`src/rtl/code_entry_ctrl.sv`:
```
// Two-digit code entry controller: synchronises a pushbutton, collects two BCD digits,
// compares them against a fixed code and drives HEX/unlock/fail/lockout indicators.
module code_entry_ctrl #(
  parameter int DIGIT_HI    = 2,
  parameter int DIGIT_LO    = 3,
  parameter int MAX_FAIL    = 3,
  parameter int LOCK_CYCLES = 50000000
) (
  input  logic       clk,
  input  logic       reset,
  input  logic       enter_n,
  input  logic [3:0] digit,
  output logic [6:0] hex1,
  output logic [6:0] hex0,
  output logic       unlock,
  output logic       fail,
  output logic       err,
  output logic       locked,
  output logic [1:0] fail_cnt
);

  localparam int CW = (LOCK_CYCLES > 1) ? $clog2(LOCK_CYCLES) : 1;
  localparam logic [6:0] SEG_BLANK = 7'b1111111;
  localparam logic [6:0] SEG_DASH  = 7'b0111111;

  typedef enum logic [2:0] {IDLE, GOT_HI, CHECK, OPEN, LOCKOUT} state_t;

  state_t          state_q, state_d;
  logic            s1_q, s2_q, s3_q;
  logic [3:0]      hi_q, hi_d, lo_q, lo_d;
  logic [CW-1:0]   lock_cnt_q, lock_cnt_d;
  logic [1:0]      fail_cnt_q, fail_cnt_d;
  logic [6:0]      hex1_q, hex1_d, hex0_q, hex0_d;
  logic            unlock_q, unlock_d, fail_q, fail_d;
  logic            err_q, err_d, locked_q, locked_d;

  logic            press, digit_ok, code_ok, lockout_hit, lock_done;
  logic [1:0]      fail_next;

  function automatic logic [6:0] seg7(input logic [3:0] d);
    case (d)
      4'd0:    seg7 = 7'b1000000;
      4'd1:    seg7 = 7'b1111001;
      4'd2:    seg7 = 7'b0100100;
      4'd3:    seg7 = 7'b0110000;
      4'd4:    seg7 = 7'b0011001;
      4'd5:    seg7 = 7'b0010010;
      4'd6:    seg7 = 7'b0000010;
      4'd7:    seg7 = 7'b1111000;
      4'd8:    seg7 = 7'b0000000;
      4'd9:    seg7 = 7'b0010000;
      default: seg7 = SEG_BLANK;
    endcase
  endfunction

  // One press per falling edge: s3 still high while s2 has already seen the low level.
  assign press       = s3_q & ~s2_q;
  assign digit_ok    = (digit <= 4'd9);
  assign code_ok     = (hi_q == 4'(DIGIT_HI)) && (lo_q == 4'(DIGIT_LO));
  assign fail_next   = fail_cnt_q + 2'd1;
  assign lockout_hit = (fail_next == 2'(MAX_FAIL));
  assign lock_done   = (lock_cnt_q == '0);

  always_ff @(posedge clk) begin
    if (reset) begin
      s1_q       <= 1'b1;
      s2_q       <= 1'b1;
      s3_q       <= 1'b1;
      state_q    <= IDLE;
      hi_q       <= '0;
      lo_q       <= '0;
      lock_cnt_q <= '0;
      fail_cnt_q <= '0;
      hex1_q     <= SEG_BLANK;
      hex0_q     <= SEG_BLANK;
      unlock_q   <= 1'b0;
      fail_q     <= 1'b0;
      err_q      <= 1'b0;
      locked_q   <= 1'b0;
    end else begin
      s1_q       <= enter_n;
      s2_q       <= s1_q;
      s3_q       <= s2_q;
      state_q    <= state_d;
      hi_q       <= hi_d;
      lo_q       <= lo_d;
      lock_cnt_q <= lock_cnt_d;
      fail_cnt_q <= fail_cnt_d;
      hex1_q     <= hex1_d;
      hex0_q     <= hex0_d;
      unlock_q   <= unlock_d;
      fail_q     <= fail_d;
      err_q      <= err_d;
      locked_q   <= locked_d;
    end
  end

  always_comb begin
    state_d    = state_q;
    hi_d       = hi_q;
    lo_d       = lo_q;
    lock_cnt_d = lock_cnt_q;
    fail_cnt_d = fail_cnt_q;
    case (state_q)
      IDLE: if (press && digit_ok) begin
        hi_d    = digit;
        state_d = GOT_HI;
      end
      GOT_HI: if (press && digit_ok) begin
        lo_d    = digit;
        state_d = CHECK;
      end
      CHECK: begin
        if (code_ok) begin
          state_d    = OPEN;
          fail_cnt_d = '0;
        end else begin
          fail_cnt_d = fail_next;
          if (lockout_hit) begin
            state_d    = LOCKOUT;
            lock_cnt_d = CW'(LOCK_CYCLES - 1);
          end else begin
            state_d = IDLE;
          end
        end
      end
      OPEN: if (press) state_d = IDLE;
      LOCKOUT: begin
        if (lock_done) begin
          state_d    = IDLE;
          fail_cnt_d = '0;
        end else begin
          lock_cnt_d = lock_cnt_q - 1'b1;
        end
      end
      default: state_d = IDLE;
    endcase
  end

  // Output registers are loaded from the transition being taken, so they line up with state_q.
  always_comb begin
    hex1_d   = hex1_q;
    hex0_d   = hex0_q;
    unlock_d = (state_d == OPEN);
    locked_d = (state_d == LOCKOUT);
    fail_d   = (state_q == CHECK) && !code_ok;
    err_d    = press && !digit_ok && ((state_q == IDLE) || (state_q == GOT_HI));
    case (state_q)
      IDLE:   if (press && digit_ok) hex1_d = seg7(digit);
      GOT_HI: if (press && digit_ok) hex0_d = seg7(digit);
      CHECK: if (!code_ok) begin
        hex1_d = lockout_hit ? SEG_DASH : SEG_BLANK;
        hex0_d = lockout_hit ? SEG_DASH : SEG_BLANK;
      end
      OPEN: if (press) begin
        hex1_d = SEG_BLANK;
        hex0_d = SEG_BLANK;
      end
      LOCKOUT: if (lock_done) begin
        hex1_d = SEG_BLANK;
        hex0_d = SEG_BLANK;
      end
      default: begin
        hex1_d = SEG_BLANK;
        hex0_d = SEG_BLANK;
      end
    endcase
  end

  assign hex1     = hex1_q;
  assign hex0     = hex0_q;
  assign unlock   = unlock_q;
  assign fail     = fail_q;
  assign err      = err_q;
  assign locked   = locked_q;
  assign fail_cnt = fail_cnt_q;

endmodule

```
`config.mk`:
```
export PLATFORM = sky130hd
export DESIGN_NAME = code_entry_ctrl
export DESIGN_NICKNAME = d
export VERILOG_FILES = /design/src/rtl/code_entry_ctrl.sv
export SDC_FILE = /design/constraint.sdc
export NUM_CORES = 1
export LEC_CHECK = 0
export ABC_CLOCK_PERIOD_IN_PS = 2100
export BUFFER_PORTS_ARGS = -buffer_cell sky130_fd_sc_hd__buf_2
export CORE_MARGIN = 3
export CORE_UTILIZATION = 50
export DETAILED_ROUTE_END_ITERATION = 6
export PLACE_DENSITY = 0.72
export SYNTH_ARGS = -nofsm -noshare
export SYNTH_HDL_FRONTEND = slang
export SYNTH_SLANG_ARGS = --single-unit
```
`constraint.sdc`:
```
create_clock -name clk -period 2.1 [get_ports clk]
set_input_delay 0.315 -clock clk [delete_from_list [all_inputs] [get_ports clk]]
set_output_delay 0.315 -clock clk [all_outputs]
set_load 0.005 [all_outputs]
```
==> Word-level counts from Yosys, hierarchy flattened <==
Memory sizes are Yosys's and may differ from the RTL's.
Index checks and enable logic that the tools add are counted.
{ "op_classes": {"add_sub_neg": 2, "n_mul": 0, "n_div": 0, "n_lt_le_gt_ge": 1, "n_eq_ne": 16, "shifts": 0, "n_mux": 22, "n_bitwise": 4, "reduce_logical": 17} }
{ "ops": {"columns": ["op", "n"], "rows": [
  ["$mux W26", 3],
  ["$pmux W7 S5", 2],
  ["$pmux W26 S2", 1],
  ["$mux W7", 6],
  ["$logic_not A26 Y1", 1],
  ["$sub A26 B1 Y26 const B", 1],
  ["$mux W3", 6],
  ["$pmux W3 S5", 1],
  ["$ne A2 B2 Y1 const B", 7],
  ["$reduce_and A5 Y1", 2],
  ["$eq A3 B2 Y1 const B", 3],
  ["$eq A4 B2 Y1 const B", 2],
  ["$eq A3 B3 Y1 const B", 2],
  ["$reduce_and A2 Y1", 3],
  ["$logic_and A1 B1 Y1", 5],
  ["$le A4 B4 Y1 const B", 1],
  ["$mux W2", 2],
  ["$pmux W2 S2", 1],
  ["$reduce_and A4 Y1", 1],
  ["$eq A3 B1 Y1 const B", 1],
  ["$logic_not A3 Y1", 1],
  ["$not A1 Y1", 3],
  ["$add A2 B1 Y2 const B", 1],
  ["$eq A2 B2 Y1 const B", 1],
  ["4 further kinds", 5]
]} }
{ "word_totals": {"register_bits": 60, "latchBits": 0, "mem_bits_rw": 0, "rom_bits": 224, "in_bits": 7, "out_inout_bits": 20, "word_cells": 78, "memories": 2} }
{ "mem_list": {"columns": ["memory", "words", "width", "rd", "rd_ports_with_merged_regs", "wr", "line", "source"], "rows": [
  ["(name not given)", 16, 7, 1, 0, 0, "41", "case (d)"],
  ["(name not given)", 16, 7, 1, 0, 0, "41", null]
]} }

==> Depth between registers and ports, before layout <==
{ "logic_depth": {"depth_word": 6, "mapped_depth": 8, "mapped_depth_nobuf": 7} }

==> Least setup slack after synthesis <==
Ideal clock, no wire load.
{ "synth_path": {"kind": "register to register", "from": "register lock_cnt_q[0]", "to": "register hex1_q[6] (netlist: hex1[6])", "setup_time_ps": 72, "t_arrival_ps": 2177, "required_ps": 2028, "setup_slack_ps": -148, "path_stages_with_launch": 9, "path_buffers": 1, "synth_period_minus_slack_ps": 2248, "path_cell_list": "dfxtp_1 -> inv_1 -> ha_1 -> or4b_1 -> nor4_4 -> a21oi_2 -> and3b_1 -> buf_4 -> mux2i_1"} }
{ "synth_between": {"elab_chain_len": 3} }
{ "synth_rtl": {"columns": ["item", "line", "source"], "rows": [
  ["start, declared", "31", "logic [CW-1:0] lock_cnt_q, lock_cnt_d;"],
  ["start signal, assigned", "87", "lock_cnt_q <= lock_cnt_d;"],
  ["$logic_not A26 Y1", "62", "assign lock_done = (lock_cnt_q == '0);"],
  ["$ne A2 B2 Y1 (no line)", null, null],
  ["$reduce_and A5 Y1 (no line)", null, null],
  ["end signal, assigned", "74", "hex1_q <= SEG_BLANK;"],
  ["end signal, assigned", "89", "hex1_q <= hex1_d;"],
  ["end, declared", "33", "logic [6:0] hex1_q, hex1_d, hex0_q, hex0_d;"]
]} }
Every way passes these cells.
A chain may end at the register's enable or synchronous reset.

==> Worst setup path in the final report <==
{ "layout_path": {"from": "register lock_cnt_q[0]", "to": "register lock_cnt_q[23]"} }
{ "layout_between": {"elab_chain_len": 3, "word_cells_on_any_way": 6, "cone_classes": "add/sub: 1; eq/ne: 1; mux: 2; reduce/logical: 2"} }
{ "layout_rtl": {"columns": ["item", "line"], "rows": [
  ["$sub A26 B1 Y26 or $logic_not A26 Y1 (tied branches)", "133, 62"],
  ["$mux W26 or $ne A2 B2 Y1 (tied branches)", null],
  ["$pmux W26 S2 or $reduce_and A4 Y1 (tied branches)", null]
]} }
Parallel ways exist; a longest one is shown, timed or not. The select of a mux whose other input is x is not followed.

==> results_dict.tcl <==
set metrics [dict create \
    yosysWarnings 0 \
    path_class "flip-flop to flip-flop" \
    synthDistinctLibCells 49 \
    p_leak_uw 0.00156 \
    grt_max_degree 38 \
    numPlacedInstances 465 \
    fin_setup_tns_ns -0.197 \
    dp_hpwl_um 4810 \
    grt_antenna_before_repair 0 \
    skew_ns 0.00910 \
    area.sequential_um2 1200 \
    fmax_ghz 0.456 \
    routedWlPerCell_um 14.2 \
    die_h_um 83.5 \
    clkSlewWorstSetupHoldPaths_ns 0.07 \
    synth_flop_cell "dfxtp_1" \
    fp.coreArea_um2 5640 \
    wirelength_um 6890 \
    grt-ovfl-total 0 \
    period_needed_ns 2.19 \
    area_delta_synth_final_pct 29.7 \
    cts_hold_buf 0 \
    portBuffers 26 \
    yosys-top-cells-count "63 x nor2_1, 60 x dfxtp_1, 23 x mux2i_1" \
    cts_tree "yes" \
    synth_seq_cells 60 \
    clock_tree.buffer_depth 2 \
    multi_input_area_um2 1840 \
    gp_congestion 0.894 \
    tightestPinTransition_ns 0.660 \
    layout.nets 425 \
    power_uw 2250 \
    setup_viol 4 \
    cts_buffers 9 \
    placed_area_um2 3510 \
    drv_slew 0 \
    fin_ws_ns -0.0950 \
    drt_first_pass_iters 5 \
    relSlewSlack_pct 56.0 \
    rsz0062_at_grt "yes" \
    startpoint_type "flip-flop" \
    path_max_fanout 8 \
    drc 0 \
    clk-insertion-delay-late_ns 0.33 \
    dr.first_iter.drc_count 90 \
    antenna_left 0 \
    syn_nets 360 \
    ioPinCount 27 \
    final_cells 486 \
    vias 2687 \
    dp_slack_ns -0.123 \
    drive_gt1_share_pct 30.7 \
    cap_violations 0 \
    p_per_area_nw_per_um2 579 \
    fillCellCount 426 \
    clockRootBuffer "clkbuf_8" \
    cp.arrival_ns 2.46 \
    initial_core_util_pct 53.2 \
    final-hold-violation-count 0 \
    die-area_um2 6960 \
    routed_via_density 5.53 \
    hold_path_class "primary input to flip-flop" \
    synth_area_um2 3000 \
    synthTopCellsByArea "dfxtp_1 40%, nor2_1 7.9%, mux2i_1 7.7%" \
    syn_avg_cell_area_um2 8.69 \
    yosysTopAreaCellShare_pct 40.1 \
    postLayoutCellArea_um2 3890 \
    critPathCaptureType "flip-flop" \
    violations "negative setup slack" \
    yosysMostFrequentCell "nor2_1" \
    synth_enable_flop_cells 0 \
    n_antenna_cell 0 \
    grt_pass1_wl_um 12000 \
    grt_pass1_vias 2696 \
    yosys.area.top_type "dfxtp_1" \
    crit_required_ns 2.36 \
    syn_inst 345 \
    die_w_um 83.5 \
    status "complete, but fails checks" \
    vdd_ir_drop_max_mv 0.403 \
    track_usage_pct 20.8 \
    ys_seq_area_share_pct 40.1 \
    num_rows 27 \
    synth-async-reset-ratio_pct 0 \
    htreeDepth 3 \
    period_share_pct 105 \
    cts.sinks 60 \
]
[registers in the layout (all words and copies together) (netlist names), 2 cells and up]
signal and cells:
lock_cnt_q 26, hex0 7, hex1 7, hi_q 4
lo_q 4, state_q 3, fail_cnt 2
[power breakdown]
part           internal [uW]  switching (uW)
clock network            549             420
logic                   48.9            79.5
registers               1150            4.04
[final cells by class]
type                    instances  share of cell area (%)
multi-input cells             255                    47.2
inverters                      10                   0.965
clock buffers                  14                    4.70
clock inverters                 1                   0.129
flip-flops and latches         60                    31.0
well taps                      72                    2.32
repair buffers                 74                    13.7
[worst paths after layout]
| path | slack (ns) | start | cells past startpoint | to |
|---|---|---|---|---|
| worst max-delay path | -0.09 | lock_cnt_q[0]$_SDFFE_PP0P_ | 9 | lock_cnt_q[23]$_SDFFE_PP0P_ |
| worst min-delay path | 0.16 | enter_n | 2 | s1_q$_SDFF_PP1_ |
| worst max register to register | -0.09 | lock_cnt_q[0]$_SDFFE_PP0P_ | 9 | lock_cnt_q[23]$_SDFFE_PP0P_ |
| worst min register to register | 0.42 | s1_q$_SDFF_PP1_ | 1 | s2_q$_SDFF_PP1_ |
[cell families after synthesis]
| logic type | count (synthesis) | synth area share (%) |
|---|---|---|
| simple gates | 138 | 24.5 |
| compound gates | 64 | 13.9 |
| flops | 60 | 40.0 |
| buf+inv | 30 | 3.96 |
| mux | 24 | 8.05 |
| xor+xnor | 21 | 6.13 |
| fa+ha+maj | 8 | 3.34 |
[layout by cell type, fill, tap and decap left out, types with 5 or more instances in the layout]
cell type,n
a211oi_1,10
a21oi_1,20
buf_2,26
buf_4,44
clkbuf_8,13
dfxtp_1,57
ha_1,7
inv_1,8
mux2i_1,23
nand2_1,12
nand2b_1,6
nor2_1,62
nor2b_1,6
nor3_1,8
o21ai_0,5
xnor2_1,19
[timing repair]
item                       in CTS  in global routing
setup endpoints to repair      27                 43
buffers inserted                2                  5
pin swaps                       4                 12
resized for setup               9                 22
gates cloned                    0                  0
[routing by layer]
layer  vias to the layer above  share of wire (%)  wire (um)  GRT usage, %
met4                         0                1.8        124          9.50
met3                        14                3.6        248          4.84
met1                      1278                 43       2990          24.7
met5                         -                  0          0             0
met2                        46                 51       3520          35.8
li1                       1349                  -          -             -
[through the flow]
stage               utilization (%)  hold WS (ns)
finish                         68.9         0.163
detailed placement             62.2         0.398
global placement               62.2         0.394
global route                   68.9         0.159
CTS                            66.5         0.144
floorplan                         -         0.389
[critical path, cell delays in order (launching register included)]
cell	delay, ns
dfxtp_2	0.33
inv_2	0.05
ha_4	0.15
or4b_4	0.22
nor4_4	0.04
buf_4	0.15
buf_12	0.13
or4_4	0.50
or4_1	0.41
a31oi_1	0.13
(Power assumes the default switching activity.)
